$ cat src/rtl/alveo_hls4ml_mul_acc_pipe_if.sv
// Operand/result bundle for the pipelined multiply-accumulate unit.
// master = producer of operands (fetch side), slave = the MAC unit itself.
interface alveo_hls4ml_mul_acc_pipe_if #(
  parameter int DIN0_WIDTH = 16,
  parameter int DIN1_WIDTH = 13,
  parameter int DOUT_WIDTH = 32
);
  logic                         ce;
  logic                         in_valid;
  logic signed [DIN0_WIDTH-1:0] din0;
  logic signed [DIN1_WIDTH-1:0] din1;
  logic                         acc_en;
  logic                         acc_clr;
  logic signed [DOUT_WIDTH-1:0] dout;
  logic                         out_valid;
  logic                         acc_ovf;

  modport master (
    output ce, in_valid, din0, din1, acc_en, acc_clr,
    input  dout, out_valid, acc_ovf
  );

  modport slave (
    input  ce, in_valid, din0, din1, acc_en, acc_clr,
    output dout, out_valid, acc_ovf
  );
endinterface

$ cat src/rtl/alveo_hls4ml_mul_acc_pipe.sv
// Pipelined signed multiply / multiply-accumulate for hls4ml dense layers.
// Define MUL_ACC_SAT_EN for saturating resize/accumulate with a sticky acc_ovf; default wraps.
module alveo_hls4ml_mul_acc_pipe #(
  parameter int DIN0_WIDTH = 16,
  parameter int DIN1_WIDTH = 13,
  parameter int DOUT_WIDTH = 32,
  parameter int NUM_STAGE  = 4
) (
  input  logic clk,
  input  logic reset,
  alveo_hls4ml_mul_acc_pipe_if.slave bus
);

  localparam int P_W = DIN0_WIDTH + DIN1_WIDTH;
  // Registers from the product stage up to (not including) the output stage.
  localparam int D   = NUM_STAGE - 2;

  if (NUM_STAGE < 3 || NUM_STAGE > 8) begin : g_bad_depth
    $error("NUM_STAGE must be in 3..8");
  end

`ifdef MUL_ACC_SAT_EN
  localparam int SW = ((P_W > DOUT_WIDTH) ? P_W : DOUT_WIDTH) + 1;
  localparam logic signed [SW-1:0] SAT_MAX =
    {{(SW-DOUT_WIDTH+1){1'b0}}, {(DOUT_WIDTH-1){1'b1}}};
  localparam logic signed [SW-1:0] SAT_MIN =
    {{(SW-DOUT_WIDTH+1){1'b1}}, {(DOUT_WIDTH-1){1'b0}}};

  // Returns {overflow, clamped value}.
  function automatic logic [DOUT_WIDTH:0] sat_fit(input logic signed [SW-1:0] v);
    logic [DOUT_WIDTH:0] r;
    if (v > SAT_MAX)      r = {1'b1, SAT_MAX[DOUT_WIDTH-1:0]};
    else if (v < SAT_MIN) r = {1'b1, SAT_MIN[DOUT_WIDTH-1:0]};
    else                  r = {1'b0, v[DOUT_WIDTH-1:0]};
    return r;
  endfunction
`endif

  logic signed [DIN0_WIDTH-1:0] din0_p1_q, din0_p1_d;
  logic signed [DIN1_WIDTH-1:0] din1_p1_q, din1_p1_d;
  logic                         vld_p1_q, vld_p1_d;
  logic                         en_p1_q, en_p1_d;
  logic                         clr_p1_q, clr_p1_d;

  logic signed [P_W-1:0] prod_dly_q [D];
  logic signed [P_W-1:0] prod_dly_d [D];
  logic                  vld_dly_q  [D];
  logic                  vld_dly_d  [D];
  logic                  en_dly_q   [D];
  logic                  en_dly_d   [D];
  logic                  clr_dly_q  [D];
  logic                  clr_dly_d  [D];

  logic signed [DOUT_WIDTH-1:0] acc_q, acc_d;
  logic signed [DOUT_WIDTH-1:0] dout_q, dout_d;
  logic                         out_valid_q, out_valid_d;
  logic                         acc_ovf_q, acc_ovf_d;

  logic signed [P_W-1:0] prod_last;
  logic [DOUT_WIDTH:0]   prod_fit;
  logic [DOUT_WIDTH:0]   sum_fit;

  assign prod_last = prod_dly_q[D-1];

  // Resize of the product alone and of accumulator + product; MSB flags saturation.
`ifdef MUL_ACC_SAT_EN
  assign prod_fit = sat_fit(SW'(prod_last));
  assign sum_fit  = sat_fit(SW'(acc_q) + SW'(prod_last));
`else
  assign prod_fit = {1'b0, DOUT_WIDTH'(prod_last)};
  assign sum_fit  = {1'b0, acc_q + DOUT_WIDTH'(prod_last)};
`endif

  always_comb begin
    din0_p1_d   = din0_p1_q;
    din1_p1_d   = din1_p1_q;
    vld_p1_d    = vld_p1_q;
    en_p1_d     = en_p1_q;
    clr_p1_d    = clr_p1_q;
    prod_dly_d  = prod_dly_q;
    vld_dly_d   = vld_dly_q;
    en_dly_d    = en_dly_q;
    clr_dly_d   = clr_dly_q;
    acc_d       = acc_q;
    dout_d      = dout_q;
    out_valid_d = out_valid_q;
    acc_ovf_d   = acc_ovf_q;

    if (bus.ce) begin
      // stage 1: operand / control capture
      din0_p1_d = bus.din0;
      din1_p1_d = bus.din1;
      vld_p1_d  = bus.in_valid;
      en_p1_d   = bus.acc_en;
      clr_p1_d  = bus.acc_en & bus.acc_clr;

      // stage 2: exact full-width product
      prod_dly_d[0] = P_W'(din0_p1_q) * P_W'(din1_p1_q);
      vld_dly_d[0]  = vld_p1_q;
      en_dly_d[0]   = en_p1_q;
      clr_dly_d[0]  = clr_p1_q;

      // stages 3..NUM_STAGE-1: delay line
      for (int i = 1; i < D; i++) begin
        prod_dly_d[i] = prod_dly_q[i-1];
        vld_dly_d[i]  = vld_dly_q[i-1];
        en_dly_d[i]   = en_dly_q[i-1];
        clr_dly_d[i]  = clr_dly_q[i-1];
      end

      // stage NUM_STAGE: output / accumulate; bubbles leave acc and dout alone
      out_valid_d = vld_dly_q[D-1];
      if (vld_dly_q[D-1]) begin
        if (!en_dly_q[D-1]) begin
          dout_d    = prod_fit[DOUT_WIDTH-1:0];
          acc_ovf_d = acc_ovf_q | prod_fit[DOUT_WIDTH];
        end else if (clr_dly_q[D-1]) begin
          acc_d     = prod_fit[DOUT_WIDTH-1:0];
          dout_d    = prod_fit[DOUT_WIDTH-1:0];
          acc_ovf_d = prod_fit[DOUT_WIDTH];
        end else begin
          acc_d     = sum_fit[DOUT_WIDTH-1:0];
          dout_d    = sum_fit[DOUT_WIDTH-1:0];
          acc_ovf_d = acc_ovf_q | sum_fit[DOUT_WIDTH];
        end
      end
    end

`ifndef MUL_ACC_SAT_EN
    acc_ovf_d = 1'b0;
`endif
  end

  always_ff @(posedge clk) begin
    if (reset) begin
      din0_p1_q   <= '0;
      din1_p1_q   <= '0;
      vld_p1_q    <= 1'b0;
      en_p1_q     <= 1'b0;
      clr_p1_q    <= 1'b0;
      for (int i = 0; i < D; i++) begin
        prod_dly_q[i] <= '0;
        vld_dly_q[i]  <= 1'b0;
        en_dly_q[i]   <= 1'b0;
        clr_dly_q[i]  <= 1'b0;
      end
      acc_q       <= '0;
      dout_q      <= '0;
      out_valid_q <= 1'b0;
      acc_ovf_q   <= 1'b0;
    end else begin
      din0_p1_q   <= din0_p1_d;
      din1_p1_q   <= din1_p1_d;
      vld_p1_q    <= vld_p1_d;
      en_p1_q     <= en_p1_d;
      clr_p1_q    <= clr_p1_d;
      prod_dly_q  <= prod_dly_d;
      vld_dly_q   <= vld_dly_d;
      en_dly_q    <= en_dly_d;
      clr_dly_q   <= clr_dly_d;
      acc_q       <= acc_d;
      dout_q      <= dout_d;
      out_valid_q <= out_valid_d;
      acc_ovf_q   <= acc_ovf_d;
    end
  end

  assign bus.dout      = dout_q;
  assign bus.out_valid = out_valid_q;
  assign bus.acc_ovf   = acc_ovf_q;

endmodule

$ cat src/flat_wrapper.sv
// flat-port wrapper written by rule: the top's interface ports become plain ports
module alveo_hls4ml_mul_acc_pipe_flat 
#(
  parameter int DIN0_WIDTH = 16,
  parameter int DIN1_WIDTH = 13,
  parameter int DOUT_WIDTH = 32,
  parameter int NUM_STAGE  = 4
)
  (clk, reset, bus_ce, bus_in_valid, bus_din0, bus_din1, bus_acc_en, bus_acc_clr, bus_dout, bus_out_valid, bus_acc_ovf);
  alveo_hls4ml_mul_acc_pipe_if #(.DIN0_WIDTH(DIN0_WIDTH), .DIN1_WIDTH(DIN1_WIDTH), .DOUT_WIDTH(DOUT_WIDTH)) bus_i ();
  input  logic clk;
  input  logic reset;
  input wire logic [$bits(bus_i.ce)-1:0] bus_ce;
  input wire logic [$bits(bus_i.in_valid)-1:0] bus_in_valid;
  input wire logic [$bits(bus_i.din0)-1:0] bus_din0;
  input wire logic [$bits(bus_i.din1)-1:0] bus_din1;
  input wire logic [$bits(bus_i.acc_en)-1:0] bus_acc_en;
  input wire logic [$bits(bus_i.acc_clr)-1:0] bus_acc_clr;
  output wire logic [$bits(bus_i.dout)-1:0] bus_dout;
  output wire logic [$bits(bus_i.out_valid)-1:0] bus_out_valid;
  output wire logic [$bits(bus_i.acc_ovf)-1:0] bus_acc_ovf;
  assign bus_i.ce = bus_ce;
  assign bus_i.in_valid = bus_in_valid;
  assign bus_i.din0 = bus_din0;
  assign bus_i.din1 = bus_din1;
  assign bus_i.acc_en = bus_acc_en;
  assign bus_i.acc_clr = bus_acc_clr;
  assign bus_dout = bus_i.dout;
  assign bus_out_valid = bus_i.out_valid;
  assign bus_acc_ovf = bus_i.acc_ovf;
  alveo_hls4ml_mul_acc_pipe #(.DIN0_WIDTH(DIN0_WIDTH), .DIN1_WIDTH(DIN1_WIDTH), .DOUT_WIDTH(DOUT_WIDTH), .NUM_STAGE(NUM_STAGE)) u_core (.clk(clk), .reset(reset), .bus(bus_i));
endmodule
$ cat config.mk
export PLATFORM = sky130hd
export DESIGN_NAME = alveo_hls4ml_mul_acc_pipe_flat
export DESIGN_NICKNAME = d
export VERILOG_FILES = /design/src/rtl/alveo_hls4ml_mul_acc_pipe_if.sv /design/src/rtl/alveo_hls4ml_mul_acc_pipe.sv /design/src/flat_wrapper.sv
export SDC_FILE = /design/constraint.sdc
export NUM_CORES = 1
export LEC_CHECK = 0
export ABC_AREA = 1
export CORE_ASPECT_RATIO = 1.75
export CORE_MARGIN = 8
export CORE_UTILIZATION = 25
export DETAILED_ROUTE_END_ITERATION = 6
export PLACE_DENSITY = 0.45
export SETUP_SLACK_MARGIN = 0.2
export SYNTH_ARGS = -nofsm -noshare
export SYNTH_HDL_FRONTEND = slang
export SYNTH_SLANG_ARGS = --single-unit
$ cat constraint.sdc
create_clock -name clk -period 10.75 [get_ports clk]
set_input_delay 2.15 -clock clk [delete_from_list [all_inputs] [get_ports clk]]
set_output_delay 2.15 -clock clk [all_outputs]
set_load 0.05 [all_outputs]
==> results.py, run 1 <==
metrics = {
    "status": {
        "status": "finished, final reports clean",
    },
    "global_routing": {
        "grt_pass1_vias": 14800,
        "gr-total-overflow": 0,
        "grt_max_degree": 75,
        "antenna_found_initial": 0,
        "grt_util_all_layers_pct": 13.9,
        "grt_pass1_wl_um": 80300,
    },
    "critical_path": {
        "crit_required_ns": 11.10,
        "critPathArrivalTime_ns": 6.38,
        "end_kind": "flop",
        "path_class": "flop to flop",
        "cp_max_fo": 17,
        "worstSetupStartpointType": "flop",
    },
    "power_and_ir_drop": {
        "ir_drop_v": 0.000105,
        "power_density_nw_per_um2": 124,
        "sequentialPowerShare_pct": 31.5,
        "p_comb_share_pct": 39.8,
        "switching_power_uw": 946,
        "power_frac_clock_pct": 28.7,
        "swShare_pct": 42.2,
        "p_int_mw": 1.29,
        "power_leakage_nw": 9.39,
    },
    "sta": {
        "clock.fmax_mhz": 166,
        "finClkSkew_ns": 0.0162,
        "setup_viol": 0,
        "totalNegativeSetupSlack_ns": 0,
        "grt_setup_unrepaired": "no",
        "finalCritPeriodShare_pct": 56.0,
        "drv_slew": 0,
        "relSlewSlack_pct": 41.2,
        "period_minus_slack_ns": 6.02,
        "tightest_slew_ns": 0.881,
        "final_hold_viol_count": 0,
    },
    "clock_network": {
        "numCtsBuffers": 17,
        "h-tree-depth": 4,
        "cts_tree": "yes",
        "clock_latency_ns": 0.47,
        "clockBufferDepth": 2,
        "post_cts_resized": 0,
        "ctsRootBufferMaster": "clkbuf_16",
        "holdBufCountCts": 0,
        "clk_pin_slew_ns": 0.08,
        "post_cts_buffers": 0,
        "cts.sinks": 161,
    },
    "floorplan": {
        "die_y_um": 352,
        "initial_core_util_pct": 25.1,
        "ios": 69,
        "core_area_um2": 64000,
        "die_area_um2": 73000,
        "die_w_um": 208,
        "rows": 123,
    },
    "drt": {
        "wl_um": 49800,
        "dr.pass1.iters": 6,
        "vias_per_cell": 4.45,
        "drc": 0,
        "via_count": 13600,
        "ant_nets": 0,
        "drt_iter0_drc": 610,
        "routedWlPerCell_um": 16.3,
    },
    "worst_hold_path": {
        "hp-class": "flop to flop",
    },
    "final_layout": {
        "drive_above_1_share_pct": 4.45,
        "final_common_cell": "nand2_1",
        "fin_area_um2": 18100,
        "final_cell_mix": "nand2_1, inv_1, fa_1",
        "area_growth_pct": 12.4,
        "diodes": 0,
        "layout.nets": 2568,
        "fin_cells": 3058,
    },
    "yosys": {
        "synth_cells": 2233,
        "netlist_top_cells_area": "fa_1, dfxtp_1, nand2_1",
        "synth_top_area_share_pct": 24.4,
        "synthesis.area_um2": 16100,
        "ys_seq_elements": 161,
        "synthArstFlopShare_pct": 0,
        "synth_flop_cell": "dfxtp_1",
        "ys_warn_count": 0,
        "synth_area_leader_cell": "fa_1",
        "synth_edf_count": 0,
        "ys_seq_area_share_pct": 20.0,
        "syn_avg_cell_area_um2": 7.20,
        "synth_nets": 2568,
        "synth.distinct_cells": 44,
    },
    "place": {
        "place.gp.congestion": 0.937,
        "dp_cells": 3026,
        "postPlaceCellArea_um2": 17500,
        "port_buffers": 67,
        "dpl.hpwl_um": 40000,
    },
    "run": {
        "drv_cap": 0,
    },
}
## sequential cells by signal, summed over array words and instances, names as in the netlist
signal and count:
u_core.acc_q 32, u_core.bus.dout 32, u_core.bus.out_valid 1, u_core.clr_dly_q 2
u_core.clr_p1_q 1, u_core.din0_p1_q 16, u_core.din1_p1_q 13, u_core.en_dly_q 2
u_core.en_p1_q 1, u_core.prod_dly_q 29, u_core.prod_last 29, u_core.vld_dly_q 2
u_core.vld_p1_q 1
## kinds of logic after synthesis
| group | share of synthesized area, % |
|---|---|
| simple gates | 21.2 |
| other cells | 0.0233 |
| xor+xnor | 2.02 |
| compound gates | 10.9 |
| flops | 20.0 |
| fa+ha+maj | 32.5 |
| buf+inv | 13.3 |
## per-stage QoR
step / total power, mW / hold slack (ns) / setup slack [ns] / utilization (%)
after floorplan: 1.35 / 0.434 / 5.49 / -
after global placement: 1.61 / 0.444 / 4.75 / 27.3
after detailed placement: 1.62 / 0.453 / 4.70 / 27.3
after CTS: 2.28 / 0.466 / 4.66 / 28.2
after global routing: 2.44 / 0.491 / 4.43 / 28.2
final: 2.24 / 0.466 / 4.73 / 28.2
## power by group through the flow
stage	logic [mW]	registers, mW	clock network [mW]
3_5_place_dp	0.894	0.721	0
5_1_grt	1.04	0.713	0.690
4_1_cts	0.905	0.707	0.668
2_1_floorplan	0.668	0.682	0
3_3_place_gp	0.893	0.720	0
6_report	0.892	0.707	0.642
## Yosys cell counts (all sizes together), types with 6 or more instances
master	count
a21o	6
a21oi	161
a31oi	16
buf	12
clkbuf	86
dfxtp	161
fa	196
ha	104
inv	466
nand2	565
nand3	58
nand4	11
nor2	185
nor3	10
o21ai	136
xnor2	12
xor2	25
## area by class of cell
cell class                 count  area [µm²]
tap                          812        1020
inverter                     466        1750
clock buffer                  17         425
timing repair buffer          79         753
multi-input combinational   1508       10700
clock inverter                15         184
sequential                   161        3220
fill                        7058       45900
## worst max-delay path, cell delays in order (launching register included)
cell	delay (ns)
dfxtp_1	0.77
nand2_1	0.21
fa_1	0.56
fa_1	0.71
inv_1	0.21
fa_1	0.49
fa_1	0.51
fa_1	0.39
ha_1	0.31
ha_1	0.38
nand2_1	0.20
nor3_1	0.44
nand4_1	0.25
nand4_1	0.16
nand3_1	0.13
o211ai_1	0.13
inv_1	0.05
## path summary, 6_finish.rpt
kind	cells after the start	start	to	slack, ns
worst max-delay path	16	u_core.din1_p1_q[1]$_SDFFE_PP0P_	u_core.prod_dly_q[51]$_SDFFE_PP0P_	4.73
worst min-delay path	2	u_core.prod_dly_q[42]$_SDFFE_PP0P_	u_core.prod_last[13]$_SDFFE_PP0P_	0.47
worst max register to register	16	u_core.din1_p1_q[1]$_SDFFE_PP0P_	u_core.prod_dly_q[51]$_SDFFE_PP0P_	4.73
worst min register to register	2	u_core.prod_dly_q[42]$_SDFFE_PP0P_	u_core.prod_last[13]$_SDFFE_PP0P_	0.47
## metal layers
metal / up-vias / part of all wire [%] / GRT usage, %
met2: 220 / 56 / 28.4
met3: 78 / 2.5 / 1.82
met5: - / 0 / 0
li1: 6751 / - / -
met1: 6553 / 38 / 14.2
met4: 0 / 2.9 / 5.08
Power figures use the tool's default switching activity.
==> run 2, diff against run 1 <==
--- a/config.mk
+++ b/config.mk
@@ -10,7 +10,7 @@
 export CORE_MARGIN = 8
 export CORE_UTILIZATION = 25
 export DETAILED_ROUTE_END_ITERATION = 6
-export PLACE_DENSITY = 0.45
+export PLACE_DENSITY = 0.46
 export SETUP_SLACK_MARGIN = 0.2
 export SYNTH_ARGS = -nofsm -noshare
 export SYNTH_HDL_FRONTEND = slang
==> constraint.sdc (replaced) <==
create_clock -name clk -period 5 [get_ports clk]
set_input_delay 1 -clock clk [delete_from_list [all_inputs] [get_ports clk]]
set_output_delay 1 -clock clk [all_outputs]
set_load 0.05 [all_outputs]
==> results.py, run 2 (synthesis results as in run 1) <==
metrics = {
    "status": {
        "status": "finished with violations",
        "violations": "setup timing",
    },
    "place": {
        "place.gp.congestion": 0.951,
        "dpl.hpwl_um": 42600,
        "port_buffers": 67,
        "dp_cells": 3148,
    },
    "worst_hold_path": {
        "hold_depth": 2,
        "hp-start": "u_core.prod_dly_q[52]$_SDFFE_PP0P_",
        "hp-class": "flop to flop",
        "hold_end": "u_core.prod_last[23]$_SDFFE_PP0P_",
    },
    "sta": {
        "grt_setup_unrepaired": "yes",
        "period_minus_slack_ns": 5.09,
        "finalCritPeriodShare_pct": 102,
        "relSlewSlack_pct": 34.7,
        "clock.fmax_mhz": 197,
        "drv_slew": 0,
        "fin_ws_ns": -0.0852,
        "setup_viol": 10,
        "tightest_slew_ns": 0.978,
        "finClkSkew_ns": 0.0210,
        "final_hold_viol_count": 0,
    },
    "power_and_ir_drop": {
        "power_frac_clock_pct": 22.9,
        "p_comb_share_pct": 52.7,
        "power_density_nw_per_um2": 293,
        "sequentialPowerShare_pct": 24.4,
        "swShare_pct": 40.4,
        "switching_power_mw": 2.42,
        "power_leakage_nw": 10.3,
        "ir_drop_v": 0.000265,
        "p_int_mw": 3.57,
    },
    "floorplan": {
        "ios": 69,
        "initial_core_util_pct": 25.1,
        "die_area_um2": 73000,
        "die_y_um": 352,
        "core_area_um2": 64000,
        "rows": 123,
        "die_w_um": 208,
    },
    "critical_path": {
        "r2r_end": "u_core.prod_dly_q[56]$_SDFFE_PP0P_",
        "critPathArrivalTime_ns": 5.44,
        "reg2reg_depth": 20,
        "worstSetupStartpointType": "flop",
        "cp_max_fo": 3,
        "regToRegSetupSlack_ns": -0.09,
        "crit_required_ns": 5.36,
        "path_class": "flop to flop",
        "r2r-start": "u_core.din1_p1_q[12]$_SDFFE_PP0P_",
        "end_kind": "flop",
    },
    "drt": {
        "drt_iter0_drc": 526,
        "ant_nets": 0,
        "vias_per_cell": 4.39,
        "via_count": 14100,
        "drc": 0,
        "dr.pass1.iters": 6,
        "wl_um": 53000,
        "routedWlPerCell_um": 16.5,
    },
    "clock_network": {
        "clk_pin_slew_ns": 0.07,
        "clock_latency_ns": 0.46,
        "cts_tree": "yes",
        "h-tree-depth": 4,
        "ctsRootBufferMaster": "clkbuf_16",
        "cts.sinks": 161,
        "numCtsBuffers": 17,
        "clockBufferDepth": 2,
    },
    "final_layout": {
        "final_cell_mix": "nand2_1, inv_1, fa_1",
        "drive_above_1_share_pct": 17.5,
        "fin_util_pct": 31.9,
        "area_growth_pct": 27.1,
        "fin_cells": 3209,
        "layout.nets": 2718,
        "final_common_cell": "nand2_1",
    },
    "global_routing": {
        "grt_max_degree": 55,
        "antenna_found_initial": 1,
        "gr-total-overflow": 0,
        "grt_util_all_layers_pct": 14.4,
        "grt_pass1_vias": 15100,
        "grt_pass1_wl_um": 82400,
    },
    "run": {
        "drv_cap": 0,
    },
}
==> run 2: changes by cell type in the layout (fill, tap and decap cells not counted), sizes merged <==
cell	delta
clkbuf	+1
clkinvlp	+3
diode	+1
inv	-2
buf	+149
clkinv	-2
bufinv	+1
==> run 2: stage by stage <==
stage	setup TNS (ns)	worst slack [ns]	total power, mW	cell area, µm²	hold WS, ns
detailed placement	-5.12	-0.428	4.01	18700	0.448
finish	-0.487	-0.0852	5.99	20400	0.453
global placement	-4.51	-0.399	4.00	18700	0.446
global route	-2.73	-0.231	6.44	20400	0.472
floorplan	0	0.118	3.04	16400	0.434
CTS	-0.437	-0.0645	5.67	19800	0.455
==> run 2: critical path: stages (launching register included) <==
cell	delay, ns
dfxtp_2	0.36
inv_2	0.05
or2_4	0.22
fa_1	0.56
fa_1	0.43
inv_2	0.07
fa_2	0.46
fa_1	0.58
fa_1	0.43
fa_1	0.55
ha_4	0.23
a21oi_4	0.20
o21ai_2	0.08
a21oi_2	0.22
buf_4	0.15
or2_4	0.11
nand3_2	0.05
nand2_1	0.07
nand3_1	0.07
nand2_1	0.08
inv_1	0.04
==> run 2: metal layers <==
metal,wire length [µm],GRT usage [%],vias to the layer above
li1,-,-,7057
met1,19300,14.0,6758
met2,31000,30.6,203
met3,1080,1.84,74
met4,1520,4.63,0
met5,0,0,-
==> run 2: worst max path at each step <==
stage / from / end / slack [ns]
after floorplan: u_core.din1_p1_q[2]$_SDFFE_PP0P_ / u_core.prod_dly_q[50]$_SDFFE_PP0P_ / 0.12
after global placement: u_core.din0_p1_q[15]$_SDFFE_PP0P_ / u_core.prod_dly_q[51]$_SDFFE_PP0P_ / -0.40
after detailed placement: u_core.din0_p1_q[15]$_SDFFE_PP0P_ / u_core.prod_dly_q[51]$_SDFFE_PP0P_ / -0.43
after CTS: u_core.din1_p1_q[12]$_SDFFE_PP0P_ / u_core.prod_dly_q[50]$_SDFFE_PP0P_ / -0.06
after global routing: u_core.din1_p1_q[12]$_SDFFE_PP0P_ / u_core.prod_dly_q[56]$_SDFFE_PP0P_ / -0.23
final: u_core.din1_p1_q[12]$_SDFFE_PP0P_ / u_core.prod_dly_q[56]$_SDFFE_PP0P_ / -0.09
==> run 2: final cells by class <==
class / count / area [µm²]
Clock inverter: 15 / 166
Fill cell: 6926 / 43600
Clock buffer: 17 / 425
Antenna cell: 1 / 2.50
Inverter: 466 / 1750
Timing Repair Buffer: 229 / 2170
Multi-Input combinational cell: 1508 / 11600
Sequential cell: 161 / 3280
Tap cell: 812 / 1020
==> run 2: timing repair <==
action                     in CTS  in global routing
setup buffers                  12                 15
cloned                          0                  1
setup endpoints to repair      21                 20
hold buffers                    0                  0
pin swaps                      38                 56
gates resized for setup       118                112
==> run 2: power groups by stage <==
stage | clock [mW] | combinational (mW) | sequential, mW
finish | 1.37 | 3.16 | 1.46
floorplan | 0 | 1.57 | 1.47
CTS | 1.42 | 2.80 | 1.46
global route | 1.47 | 3.50 | 1.47
global placement | 0 | 2.52 | 1.49
detailed placement | 0 | 2.52 | 1.49
